**src/rtl/bht_access_scheduler.sv**
```systemverilog
// bht_access_scheduler: arbitrates one single-ported 2-bit-counter BHT between
// fetch lookups and queued execute-stage updates (drained as read-modify-write),
// and sweeps the table to INIT_VAL after reset.
module bht_access_scheduler #(
   parameter int unsigned AW         = 5,
   parameter int unsigned FIFO_DEPTH = 4,
   parameter int unsigned MAX_DEFER  = 8,
   parameter logic [1:0]  INIT_VAL   = 2'b01
) (
   input  logic          clk,
   input  logic          rst,
   input  logic          lk_valid,
   input  logic [AW-1:0] lk_addr,
   output logic          lk_ready,
   output logic          pred_valid,
   output logic          pred_taken,
   input  logic          upd_valid,
   input  logic [AW-1:0] upd_addr,
   input  logic          upd_taken,
   output logic          upd_ready,
   output logic          init_done,
   output logic          bht_en,
   output logic          bht_we,
   output logic [AW-1:0] bht_addr,
   output logic [1:0]    bht_wdata,
   input  logic [1:0]    bht_rdata
);

   localparam int unsigned PW   = (FIFO_DEPTH > 1) ? $clog2(FIFO_DEPTH) : 1;
   localparam int unsigned PTRW = PW + 1;
   localparam int unsigned DW   = $clog2(MAX_DEFER + 1);

   typedef enum logic [1:0] {
      S_INIT   = 2'd0,
      S_IDLE   = 2'd1,
      S_UPD_RD = 2'd2,
      S_UPD_WR = 2'd3
   } state_t;

   state_t          state;
   state_t          state_nxt;
   logic [AW-1:0]   init_idx;
   logic [AW-1:0]   fifo_addr  [FIFO_DEPTH];
   logic            fifo_taken [FIFO_DEPTH];
   logic [PTRW-1:0] wr_ptr;
   logic [PTRW-1:0] rd_ptr;
   logic            fifo_empty;
   logic            fifo_full;
   logic            push;
   logic            pop;
   logic [AW-1:0]   head_addr;
   logic            head_taken;
   logic [DW-1:0]   defer_cnt;
   logic [DW-1:0]   defer_nxt;
   logic            force_drain;
   logic            lk_accept;
   logic            lk_ready_raw;
   logic            bht_en_raw;
   logic            bht_we_raw;
   logic [1:0]      cnt_sat;

   // FIFO status and head entry
   always_comb begin
      fifo_empty = (wr_ptr == rd_ptr);
      fifo_full  = (wr_ptr[PW] != rd_ptr[PW]) && (wr_ptr[PW-1:0] == rd_ptr[PW-1:0]);
      head_addr  = fifo_addr[rd_ptr[PW-1:0]];
      head_taken = fifo_taken[rd_ptr[PW-1:0]];
      push       = upd_valid && !fifo_full;
      upd_ready  = !fifo_full;
   end

   // Saturating 2-bit counter update of the value read in UPD_RD
   always_comb begin
      cnt_sat = bht_rdata;
      if (head_taken) begin
         if (bht_rdata != 2'b11) cnt_sat = bht_rdata + 2'b01;
      end else begin
         if (bht_rdata != 2'b00) cnt_sat = bht_rdata - 2'b01;
      end
   end

   // Next-state, RAM strobes, lookup handshake and defer bookkeeping
   always_comb begin
      state_nxt    = state;
      lk_ready_raw = 1'b0;
      lk_accept    = 1'b0;
      bht_en_raw   = 1'b0;
      bht_we_raw   = 1'b0;
      bht_addr     = lk_addr;
      bht_wdata    = INIT_VAL;
      pop          = 1'b0;
      defer_nxt    = defer_cnt;
      force_drain  = fifo_full || (defer_cnt >= DW'(MAX_DEFER));

      case (state)
         S_INIT: begin
            bht_en_raw = 1'b1;
            bht_we_raw = 1'b1;
            bht_addr   = init_idx;
            bht_wdata  = INIT_VAL;
            if (init_idx == '1) state_nxt = S_IDLE;
         end
         S_IDLE: begin
            if (force_drain) begin
               state_nxt = S_UPD_RD;
            end else begin
               lk_ready_raw = 1'b1;
               if (lk_valid) begin
                  lk_accept  = 1'b1;
                  bht_en_raw = 1'b1;
                  bht_addr   = lk_addr;
                  if (!fifo_empty) begin
                     if (defer_cnt < DW'(MAX_DEFER)) defer_nxt = defer_cnt + DW'(1);
                     // Enter the drain straight after the lookup that exhausts the budget
                     if (defer_nxt >= DW'(MAX_DEFER)) state_nxt = S_UPD_RD;
                  end
               end else if (!fifo_empty) begin
                  state_nxt = S_UPD_RD;
               end
            end
         end
         S_UPD_RD: begin
            bht_en_raw = 1'b1;
            bht_addr   = head_addr;
            defer_nxt  = '0;
            state_nxt  = S_UPD_WR;
         end
         S_UPD_WR: begin
            bht_en_raw = 1'b1;
            bht_we_raw = 1'b1;
            bht_addr   = head_addr;
            bht_wdata  = cnt_sat;
            pop        = 1'b1;
            state_nxt  = S_IDLE;
         end
         default: state_nxt = S_INIT;
      endcase
   end

   // Strobes are held quiet while reset is asserted
   always_comb begin
      lk_ready   = lk_ready_raw && !rst;
      bht_en     = bht_en_raw && !rst;
      bht_we     = bht_we_raw && !rst;
      pred_taken = pred_valid && bht_rdata[1];
   end

   // State, sweep index, FIFO pointers, defer counter and status flags
   always_ff @(posedge clk) begin
      if (rst) begin
         state      <= S_INIT;
         init_idx   <= '0;
         wr_ptr     <= '0;
         rd_ptr     <= '0;
         defer_cnt  <= '0;
         pred_valid <= 1'b0;
         init_done  <= 1'b0;
      end else begin
         state      <= state_nxt;
         defer_cnt  <= defer_nxt;
         pred_valid <= lk_accept;
         if (state == S_INIT) begin
            init_idx <= init_idx + AW'(1);
            if (init_idx == '1) init_done <= 1'b1;
         end
         if (push) wr_ptr <= wr_ptr + PTRW'(1);
         if (pop)  rd_ptr <= rd_ptr + PTRW'(1);
      end
   end

   // FIFO payload storage
   always_ff @(posedge clk) begin
      if (push) begin
         fifo_addr[wr_ptr[PW-1:0]]  <= upd_addr;
         fifo_taken[wr_ptr[PW-1:0]] <= upd_taken;
      end
   end

endmodule

```
**config.mk**
```make
export PLATFORM = sky130hd
export DESIGN_NAME = bht_access_scheduler
export DESIGN_NICKNAME = d
export VERILOG_FILES = /design/src/rtl/bht_access_scheduler.sv
export SDC_FILE = /design/constraint.sdc
export NUM_CORES = 1
export LEC_CHECK = 0
export BUFFER_PORTS_ARGS = -buffer_cell sky130_fd_sc_hd__buf_2
export CAP_MARGIN = 20
export CORE_MARGIN = 2
export CORE_UTILIZATION = 50
export CTS_CLUSTER_SIZE = 12
export DETAILED_ROUTE_END_ITERATION = 10
export HOLD_SLACK_MARGIN = 0.05
export PLACE_DENSITY = 0.71
export SLEW_MARGIN = 40
export SYNTH_ARGS = -nofsm -noshare
export SYNTH_HDL_FRONTEND = slang
export SYNTH_SLANG_ARGS = --single-unit
```
**constraint.sdc**
```tcl
create_clock -name clk -period 3 [get_ports clk]
set_input_delay 0.3 -clock clk [delete_from_list [all_inputs] [get_ports clk]]
set_output_delay 0.3 -clock clk [all_outputs]
set_load 0.01 [all_outputs]
```
==> Word-level counts from Yosys, hierarchy flattened <==
Memory sizes are Yosys's and may differ from the RTL's. A register that Yosys moved wholly into a read port is not among the register bits.
Cells that the tools add are included.
{ "word_totals": {"memories": 2, "mem_bits_rw": 24, "reg_bits": 19} }
{ "mem_list": {"columns": ["name", "words", "word_bits", "rd", "rd_ports_with_merged_regs", "wr", "line_no", "rtl"], "rows": [
  ["fifo_addr", 4, 5, 1, 1, 1, "43", "logic [AW-1:0] fifo_addr [FIFO_DEPTH];"],
  ["fifo_taken", 4, 1, 1, 1, 1, "44", "logic fifo_taken [FIFO_DEPTH];"]
]} }
{ "classes": {"order_cmp": 3, "addsub": 6, "n_reduce_logical": 19, "n_mux": 34, "bitwise": 1, "n_eq_ne": 14} }
{ "op_table": {"columns": ["op", "n"], "rows": [
  ["two-way mux 4 bit", 8],
  ["two-way mux 2 bit", 14],
  ["case mux 5 bit (3 select lines)", 1],
  ["inequality test 2 bit (second input constant)", 5],
  [">= comparator 4 bit (second input constant)", 2],
  ["two-way mux 1 bit", 8],
  ["case mux 2 bit (4 select lines)", 1],
  ["case mux 4 bit (2 select lines)", 1],
  ["adder 3 x 1 -> 3 bit (second input constant)", 2],
  ["logical AND 1 bit", 6],
  ["OR reduction 2 bit", 3],
  ["adder 5 x 1 -> 5 bit (second input constant)", 1],
  ["equality test 5 bit (second input constant)", 1],
  ["adder 4 x 1 -> 4 bit (second input constant)", 1],
  ["equality test 2 bit (second input constant)", 2],
  ["less-than comparator 4 bit (second input constant)", 1],
  ["inequality test 4 bit (second input constant)", 1],
  ["AND reduction 4 bit", 1],
  ["nonzero test 2 bit", 2],
  ["equality test 3 bit", 1],
  ["inequality test 3 bit (second input constant)", 1],
  ["AND reduction 3 bit", 1],
  ["OR reduction 3 bit", 1],
  ["adder 2 x 1 -> 2 bit (second input constant)", 1],
  ["other kinds (10)", 11]
]} }

==> Depth between registers and ports, before layout <==
Gate-level depths: netlist of run 1.
{ "depth": {"word_depth": 12, "ltp_mapped": 7, "depth_no_buf": 7} }

==> Worst setup path after synthesis of run 1 <==
Ideal clock, no wire load.
{ "synth_path": {"path_type": "reg-to-output", "startpoint": "register state[0]", "endpoint": "output port bht_addr[0]", "arrival_ns": 1.286, "setup_slack_ns": 1.414, "stages_incl_launch_ff": 6, "path_cell_list": "dfxtp_1 inv_1 ha_1 clkbuf_1 clkbuf_1 o21ai_0"} }
{ "synth_via": {"elab_chain_len": 3} }
{ "synth_rtl": {"columns": ["item", "line_no", "rtl"], "rows": [
  ["start, declared", "40", "state_t state;"],
  ["start signal, assigned", "159", "state <= state_nxt;"],
  ["equality test 2 bit", "95", "case (state)"],
  ["OR reduction 2 bit (no source line)", null, null],
  ["case mux 5 bit (3 select lines) (*)", "95", null],
  ["end, declared", "24", "output logic [AW-1:0] bht_addr,"]
]} }
Mark *: on every way between the ends. The rest lies on a longest branch, timed or not.

==> reports/metrics.csv, run 1 <==
stage;metric;value;unit
logic_synthesis;synth_top_area_share;32.71;%
min_path;hold_depth;1;
drt;drc;0;
finish;final_cells;270;
clock_tree;path_clk_slew;0.08;ns
clock_tree;cts_buffers;5;
global_route;grt_pass1_wl;6527;µm
sta;worst_pin_slew;0.5507;ns
min_path;hold_end;fifo_addr[1][1]$_DFFE_PP_;
global_route;gr-total-overflow;0;
finish;antenna_cells;0;
floorplan;row_count;24;
placement;placed_cells_incl_taps;262;
logic_synthesis;synthCells;187;
global_route;grt_max_degree;27;
floorplan;dieWidth;70.39;µm
clock_tree;cts_tree;built;
drt;detail-route-antenna-nets;0;
logic_synthesis;synth_area_leaders;edfxtp_1 33%, dfxtp_1 19%, ha_1 7.4%;
critical_path;cp_max_fo;6;
drt;wl;3877;µm
critical_path;cp-end-kind;primary output;
drt;vias;1443;
sta;finalHoldViolations;0;
finish;syn_to_final_growth;11.47;%
placement;portBuffers;30;
logic_synthesis;synth_area_per_cell;11.78;µm²
clock_tree;htreeDepth;2;
logic_synthesis;ys.flop_type;edfxtp_1;
placement;place_area;2370;µm²
run;max_cap_violations;0;
critical_path;r2r-end;defer_cnt[2]$_SDFFE_PP0P_;
clock_tree;cts_hold_buf;0;
finish;drive_gt1_share;22.94;%
drt;drt_iter0_markers;106;
logic_synthesis;synth.most_common_cell;edfxtp_1;
outcome;outcome;finished clean;
critical_path;path_class;flop to primary output;
clock_tree;clockBufferDepth;2;
drt;drtPass1Iterations;4;
floorplan;io_pins;31;
min_path;worstHoldStart;upd_addr[1];
global_route;antenna_found_initial;0;
logic_synthesis;synthDistinctLibCells;42;
finish;fillCellCount;360;
drt;viasPerCell;5.344;
clock_tree;insertion_delay;0.30;ns
sta;fin_ws;0.8049;ns
critical_path;required;2.70;ns
clock_tree;clkSinkCount;45;
floorplan;core_area;4294;µm²
clock_tree;postCtsSetupRepairBufs;0;
clock_tree;ctsResizeCount;0;
logic_synthesis;synth_edf_count;24;
clock_tree;root_buffer;clkbuf_8;
sta;tns;0;ns
logic_synthesis;synth_fp_nets;217;
finish;regArea;1141;µm²
pwr;peakVddDrop;195.1;µV
logic_synthesis;synthTopCellsByCount;24 x edfxtp_1, 21 x dfxtp_1, 18 x nor2_1;
sta;relSlewSlack;63.29;%
floorplan;die_h;70.39;µm
logic_synthesis;synth_seq_cells;45;
critical_path;reg2reg_depth;5;
min_path;hold_path.class;input pin to flop;
critical_path;r2r_start;state[1]$_SDFFE_PP0P_;
floorplan;fp.dieArea;4954;µm²
sta;setup_viol;0;
global_route;grt_usage;16.91;%
finish;fin_area;2456;µm²
floorplan;initial_utilization;51.31;%
sta;fin_crit_sh;73.17;%
logic_synthesis;async_reset_ff_share;0;%
critical_path;ff2ff_setup_slack;1.18;ns
sta;rsz0062_at_grt;no;
placement;gp_congestion;0.8243;
sta;maxSlewViolCount;0;
drt;wl_per_cell;14.36;µm
placement;pre_cts_ws;1.127;ns
logic_synthesis;syn_area;2203;µm²
logic_synthesis;yosys_warnings;0;
sta;post-route-min-period;2.195;ns
placement;dp_hpwl;2837;µm
critical_path;start_kind;flop;
pwr;p_leak;0.9487;nW
pwr;p_per_area;488.3;nW/µm²
finish;finalNetCount;247;
critical_path;cp.arrival;1.90;ns
logic_synthesis;yosys.area.top_type;edfxtp_1;
sta;holdWs;0.2156;ns
sta;fmax;455.6;MHz
global_route;grt_pass1_vias;1378;
logic_synthesis;seq_area_frac_synth;51.79;%
finish;multi_input_area;975.9;µm²
sta;fin_skew;0.004411;ns
[sequential cells by signal, indices dropped and copies added, names as in the netlist, named ones only]
| register | flops |
|---|---|
| pred_valid | 1 |
| defer_cnt | 4 |
| wr_ptr | 3 |
| init_idx | 5 |
| rd_ptr | 3 |
| fifo_addr | 20 |
| fifo_taken | 4 |
| init_done | 1 |
| state | 2 |
[logic make-up (layout without fill, tap and decap cells)]
group,after synthesis,in the layout,synth area share [%]
xor+xnor,12,12,5.451
fa+ha+maj,13,13,7.382
compound gates,35,35,11.07
simple gates,54,54,11.98
buf+inv,17,48,3.918
flops,45,45,51.79
mux,11,11,8.404
[where the power goes]
part,switching (mW),leakage (nW),internal (mW)
Clock,0.207,0.0455,0.161
Sequential,0.0191,0.391,0.676
Combinational,0.0786,0.513,0.0569
Total,0.305,0.949,0.894
[worst max-delay path by stage]
stage / startpoint / to / slack (ns) / cells past startpoint
3_3_place_gp: flop / bht_addr[1] / 1.17 / 4
4_1_cts: flop / bht_addr[1] / 0.80 / 4
3_5_place_dp: flop / bht_addr[1] / 1.13 / 4
6_report: flop / bht_addr[1] / 0.80 / 4
2_1_floorplan: state[0]$_SDFFE_PP0P_ / bht_addr[0] / 1.41 / 5
5_1_grt: flop / bht_addr[1] / 0.69 / 4
[area by class of cell]
| type | instances | area share [%] |
|---|---|---|
| clock inverter | 3 | 0.7132 |
| sequential | 45 | 46.46 |
| timing repair buffer | 30 | 6.113 |
| multi-input combinational | 125 | 39.74 |
| clock buffer | 5 | 2.802 |
| tap | 52 | 2.649 |
| inverter | 10 | 1.528 |
[through the flow]
| stage | util (%) | power, mW |
|---|---|---|
| 2_1_floorplan | - | 0.8034 |
| 6_report | 57.20 | 1.199 |
| 3_3_place_gp | 55.19 | 0.8446 |
| 4_1_cts | 57.20 | 1.207 |
| 3_5_place_dp | 55.19 | 0.8462 |
| 5_1_grt | 57.20 | 1.251 |
[critical path: stages, from the launching register on]
cell and delay [ns]:
dfxtp_1 0.58, mux4_2 0.57, a22oi_1 0.19, o21ai_0 0.10, buf_2 0.16
[cells in the final DEF, fill, tap and decap left out, drive strengths merged]
cell / count
nand2: 13
a2111o: 1
dfxtp: 21
inv: 10
or2: 1
o311ai: 1
a211o: 1
o21ai: 10
o41ai: 1
nor3: 1
and3: 2
mux4: 6
clkbuf: 5
mux2i: 5
xnor2: 6
nand3: 1
and4b: 1
xor2: 6
o31a: 1
nand4: 3
buf: 30
nor4b: 1
nor2b: 2
a22oi: 5
a21boi: 2
o221ai: 1
o211ai: 2
clkinv: 3
nor2: 18
a31oi: 1
ha: 13
edfxtp: 24
a21oi: 6
o31ai: 1
nand2b: 6
a211oi: 2
and2: 5
[per-layer routing]
metal,track usage (%),up-vias,share of wire [%],wire length (µm)
met5,0,-,0,0
met4,6.410,0,1.6,61
met3,3.175,8,3.5,135
met2,26.73,24,47,1829
met1,23.11,683,48,1851
li1,-,728,-,-
Power figures use the tool's default switching activity.
==> inputs of run 2 (changes only) <==
--- a/config.mk
+++ b/config.mk
@@ -5,6 +5,7 @@
 export SDC_FILE = /design/constraint.sdc
 export NUM_CORES = 1
 export LEC_CHECK = 0
+export ABC_AREA = 1
 export BUFFER_PORTS_ARGS = -buffer_cell sky130_fd_sc_hd__buf_2
 export CAP_MARGIN = 20
 export CORE_MARGIN = 2
==> constraint.sdc (replaced) <==
create_clock -name clk -period 2.25 [get_ports clk]
set_input_delay 0.225 -clock clk [delete_from_list [all_inputs] [get_ports clk]]
set_output_delay 0.225 -clock clk [all_outputs]
set_load 0.01 [all_outputs]
==> run 2 against run 1 <==
Wire length increased by 18%. Sequential power grew 47%. Non-clock buffer count grew 4. Largest cell class unchanged. Worst hold slack lost 0.075 ns. Critical path type unchanged. Clock-buffer cell count stayed put. Largest power group unchanged. Die area increased by 2.5%. Core utilization is 1.6 points higher.
==> reports/metrics.csv, run 2 <==
stage;metric;value;unit;change
critical_path;crit_chain;inv_1 -> ha_1 -> or2_2 -> nand3_1 -> nand2_1 -> nand2_1 -> o21ai_0 -> buf_2;;was mux4_2 -> a22oi_1 -> o21ai_0 -> buf_2
logic_synthesis;async_reset_ff_share;0;%;unchanged
floorplan;die_h;71.25;µm;was 70.39 µm
drt;drtPass1Iterations;4;;unchanged
finish;final_cell_mix;45 x nand2_1, 30 x buf_2, 28 x inv_1, 26 x a21oi_1, 24 x edfxtp_1;;was 30 x buf_2, 24 x edfxtp_1, 21 x dfxtp_1, 18 x nor2_1
min_path;hold_path.class;input pin to flop;;unchanged
global_route;grt_pass1_vias;1704;;was 1378
finish;final_cells;341;;was 270
sta;rsz0062_at_grt;no;;unchanged
sta;worst_pin_slew;0.5126;ns;was 0.5507 ns
global_route;gr-total-overflow;0;;unchanged
clock_tree;clockBufferDepth;2;;unchanged
critical_path;path_class;flop to primary output;;unchanged
finish;syn_to_final_growth;13.17;%;was 11.47%
drt;drt_iter0_markers;133;;was 106
logic_synthesis;synthTopCellsByCount;45 x nand2_1, 28 x inv_1, 26 x a21oi_1;;was 24 x edfxtp_1, 21 x dfxtp_1, 18 x nor2_1
drt;viasPerCell;5.229;;was 5.344
placement;gp_congestion;0.7935;;was 0.8243
placement;pre_cts_ws;0.5487;ns;was 1.127 ns
critical_path;critical-path-max-stage-delay;0.40;ns;was 0.58 ns
clock_tree;cts_buffers;5;;unchanged
placement;dp_hpwl;3366;µm;was 2837 µm
logic_synthesis;ys.flop_type;edfxtp_1;;unchanged
logic_synthesis;synthDistinctLibCells;31;;was 42
logic_synthesis;synth_seq_cells;45;;unchanged
finish;antenna_cells;0;;unchanged
clock_tree;cts_hold_buf;0;;unchanged
logic_synthesis;synth.most_common_cell;nand2_1;;was edfxtp_1
logic_synthesis;synth_top_area_share;31.88;%;was 32.71%
global_route;grt_usage;19.70;%;was 16.91%
finish;largest_reg_flops;20;;unchanged
sta;fin_ws;0.2193;ns;was 0.8049 ns
critical_path;cpMostUsedCell;nand2_1;;
outcome;outcome;finished clean;;unchanged
clock_tree;clkSinkCount;45;;unchanged
placement;place_area;2469;µm²;was 2370 µm²
drt;wl_per_cell;13.43;µm;was 14.36 µm
clock_tree;ctsResizeCount;0;;unchanged
logic_synthesis;yosys.area.top_type;edfxtp_1;;unchanged
clock_tree;cts_tree;built;;unchanged
finish;layout.core_utilization;58.76;%;was 57.20%
sta;fin_skew;0.008144;ns;was 0.004411 ns
finish;drive_gt1_share;21.11;%;was 22.94%
floorplan;io_pins;31;;unchanged
critical_path;required;2.03;ns;was 2.70 ns
sta;post-route-min-period;2.031;ns;
logic_synthesis;seq_area_frac_synth;50.47;%;was 51.79%
sta;finalHoldViolations;0;;unchanged
clock_tree;htreeDepth;2;;unchanged
logic_synthesis;synthCells;253;;was 187
logic_synthesis;synth_fp_nets;283;;was 217
pwr;p_per_area;977.0;nW/µm²;was 488.3 nW/µm²
clock_tree;postCtsSetupRepairBufs;0;;unchanged
critical_path;cp.arrival;1.81;ns;was 1.90 ns
drt;drc;0;;unchanged
drt;detail-route-antenna-nets;0;;unchanged
sta;holdWs;0.1406;ns;was 0.2156 ns
sta;relSlewSlack;65.70;%;was 63.29%
critical_path;r2r_start;wr_ptr[1]$_SDFFE_PP0N_;;was state[1]$_SDFFE_PP0P_
drt;vias;1783;;was 1443
critical_path;start_kind;flop;;unchanged
finish;fin_area;2559;µm²;was 2456 µm²
logic_synthesis;syn_area;2261;µm²;was 2203 µm²
placement;placed_cells_incl_taps;333;;was 262
placement;portBuffers;30;;unchanged
critical_path;cp_slowest_cell;dfxtp_1;;unchanged
critical_path;cp_max_fo;6;;unchanged
logic_synthesis;synth_area_per_cell;8.936;µm²;was 11.78 µm²
finish;mostFrequentLayoutCell;nand2_1;;was buf_2
sta;setup_viol;0;;unchanged
global_route;antenna_found_initial;0;;unchanged
clock_tree;insertion_delay;0.30;ns;about the same
pwr;p_leak;1.089;nW;was 0.9487 nW
critical_path;cp-end-kind;primary output;;unchanged
floorplan;row_count;24;;unchanged
finish;finalNetCount;318;;was 247
logic_synthesis;synth_area_leaders;edfxtp_1 32%, dfxtp_1 19%, nand2_1 7.5%;;was edfxtp_1 33%, dfxtp_1 19%, ha_1 7.4%
sta;fin_crit_sh;90.25;%;
sta;fmax;492.4;MHz;
logic_synthesis;synth_edf_count;24;;unchanged
sta;maxSlewViolCount;0;;unchanged
critical_path;startpoint;state[0]$_SDFFE_PP0P_;;
global_route;grt_pass1_wl;7838;µm;was 6527 µm
global_route;grt_max_degree;16;;was 27
drt;wl;4578;µm;was 3877 µm
floorplan;fp.dieArea;5076;µm²;was 4954 µm²
run;max_cap_violations;0;;unchanged
pwr;peakVddDrop;379.1;µV;was 195.1 µV
clock_tree;path_clk_slew;0.09;ns;was 0.08 ns
sta;tns;0;ns;unchanged
floorplan;dieWidth;71.25;µm;was 70.39 µm
clock_tree;root_buffer;clkbuf_8;;unchanged
floorplan;initial_utilization;51.93;%;was 51.31%
pwr;p_total;2.500;mW;was 1.199 mW
floorplan;core_area;4354;µm²;was 4294 µm²
logic_synthesis;yosys_warnings;0;;unchanged
min_path;worstHoldStart;upd_addr[4];;was upd_addr[1]
## run 2: cell types whose count changed after synthesis, moves of 5 or more
| cell | change |
|---|---|
| nand2_1 | +32 |
| a21oi_1 | +20 |
| inv_1 | +18 |
| nand3_1 | +12 |
| o21ai_0 | +10 |
| mux4_2 | -6 |
| nand2b_1 | -6 |
| and2_1 | -5 |
| mux2i_1 | -5 |
| nor2_1 | +5 |
| xnor2_1 | -5 |
## run 2: final cells by class
type | count | area, µm²
clock buffers | 5 | 68.82
clock inverters | 3 | 21.27
fillers | 410 | 1795
inverters | 32 | 120.1
multi-input cells | 170 | 962.2
flip-flops and latches | 45 | 1141
well taps | 52 | 65.06
repair buffers | 34 | 180.2
## run 2: path summary, 6_finish.rpt
| path | end | slack (ns) | depth (start not counted) |
|---|---|---|---|
| setup / recovery | bht_addr[1] | 0.22 | 8 |
| hold / removal | fifo_addr[0][4]$_DFFE_PP_ | 0.14 | 1 |
| setup reg to reg | fifo_addr[1][3]$_DFFE_PP_ | 0.56 | 6 |
| hold reg to reg | init_done$_SDFFE_PP0P_ | 0.48 | 2 |
## run 2: kinds of logic after synthesis
logic type	synth area share [%]
xor gates and xnor gates	0.7749
and+or+nand+nor	20.37
DFF	50.47
buffers and inverters	6.972
AOI/OAI and AO/OA	14.22
adders and majority gates	7.194
## run 2: critical path: cells and delay by family (launching register included)
| family | cells | cell delay [ns] |
|---|---|---|
| compound gates | 1 | 0.07 |
| fa+ha+maj | 1 | 0.28 |
| buf+inv | 2 | 0.22 |
| flops | 1 | 0.40 |
| simple gates | 4 | 0.54 |
## run 2: report_power, final
| part | total, mW | internal (mW) | switching, mW |
|---|---|---|---|
| Clock | 0.514 | 0.221 | 0.293 |
| Sequential | 1.02 | 0.954 | 0.0709 |
| Combinational | 0.962 | 0.368 | 0.594 |
| Total | 2.50 | 1.54 | 0.957 |
## run 2: metal layers
layer | up-vias | share of wire [%] | global-route usage (%)
li1 | 916 | - | -
met1 | 820 | 47 | 27.68
met2 | 43 | 47 | 30.86
met3 | 4 | 5.1 | 3.938
met4 | 0 | 0.92 | 6.289
met5 | - | 0 | 0
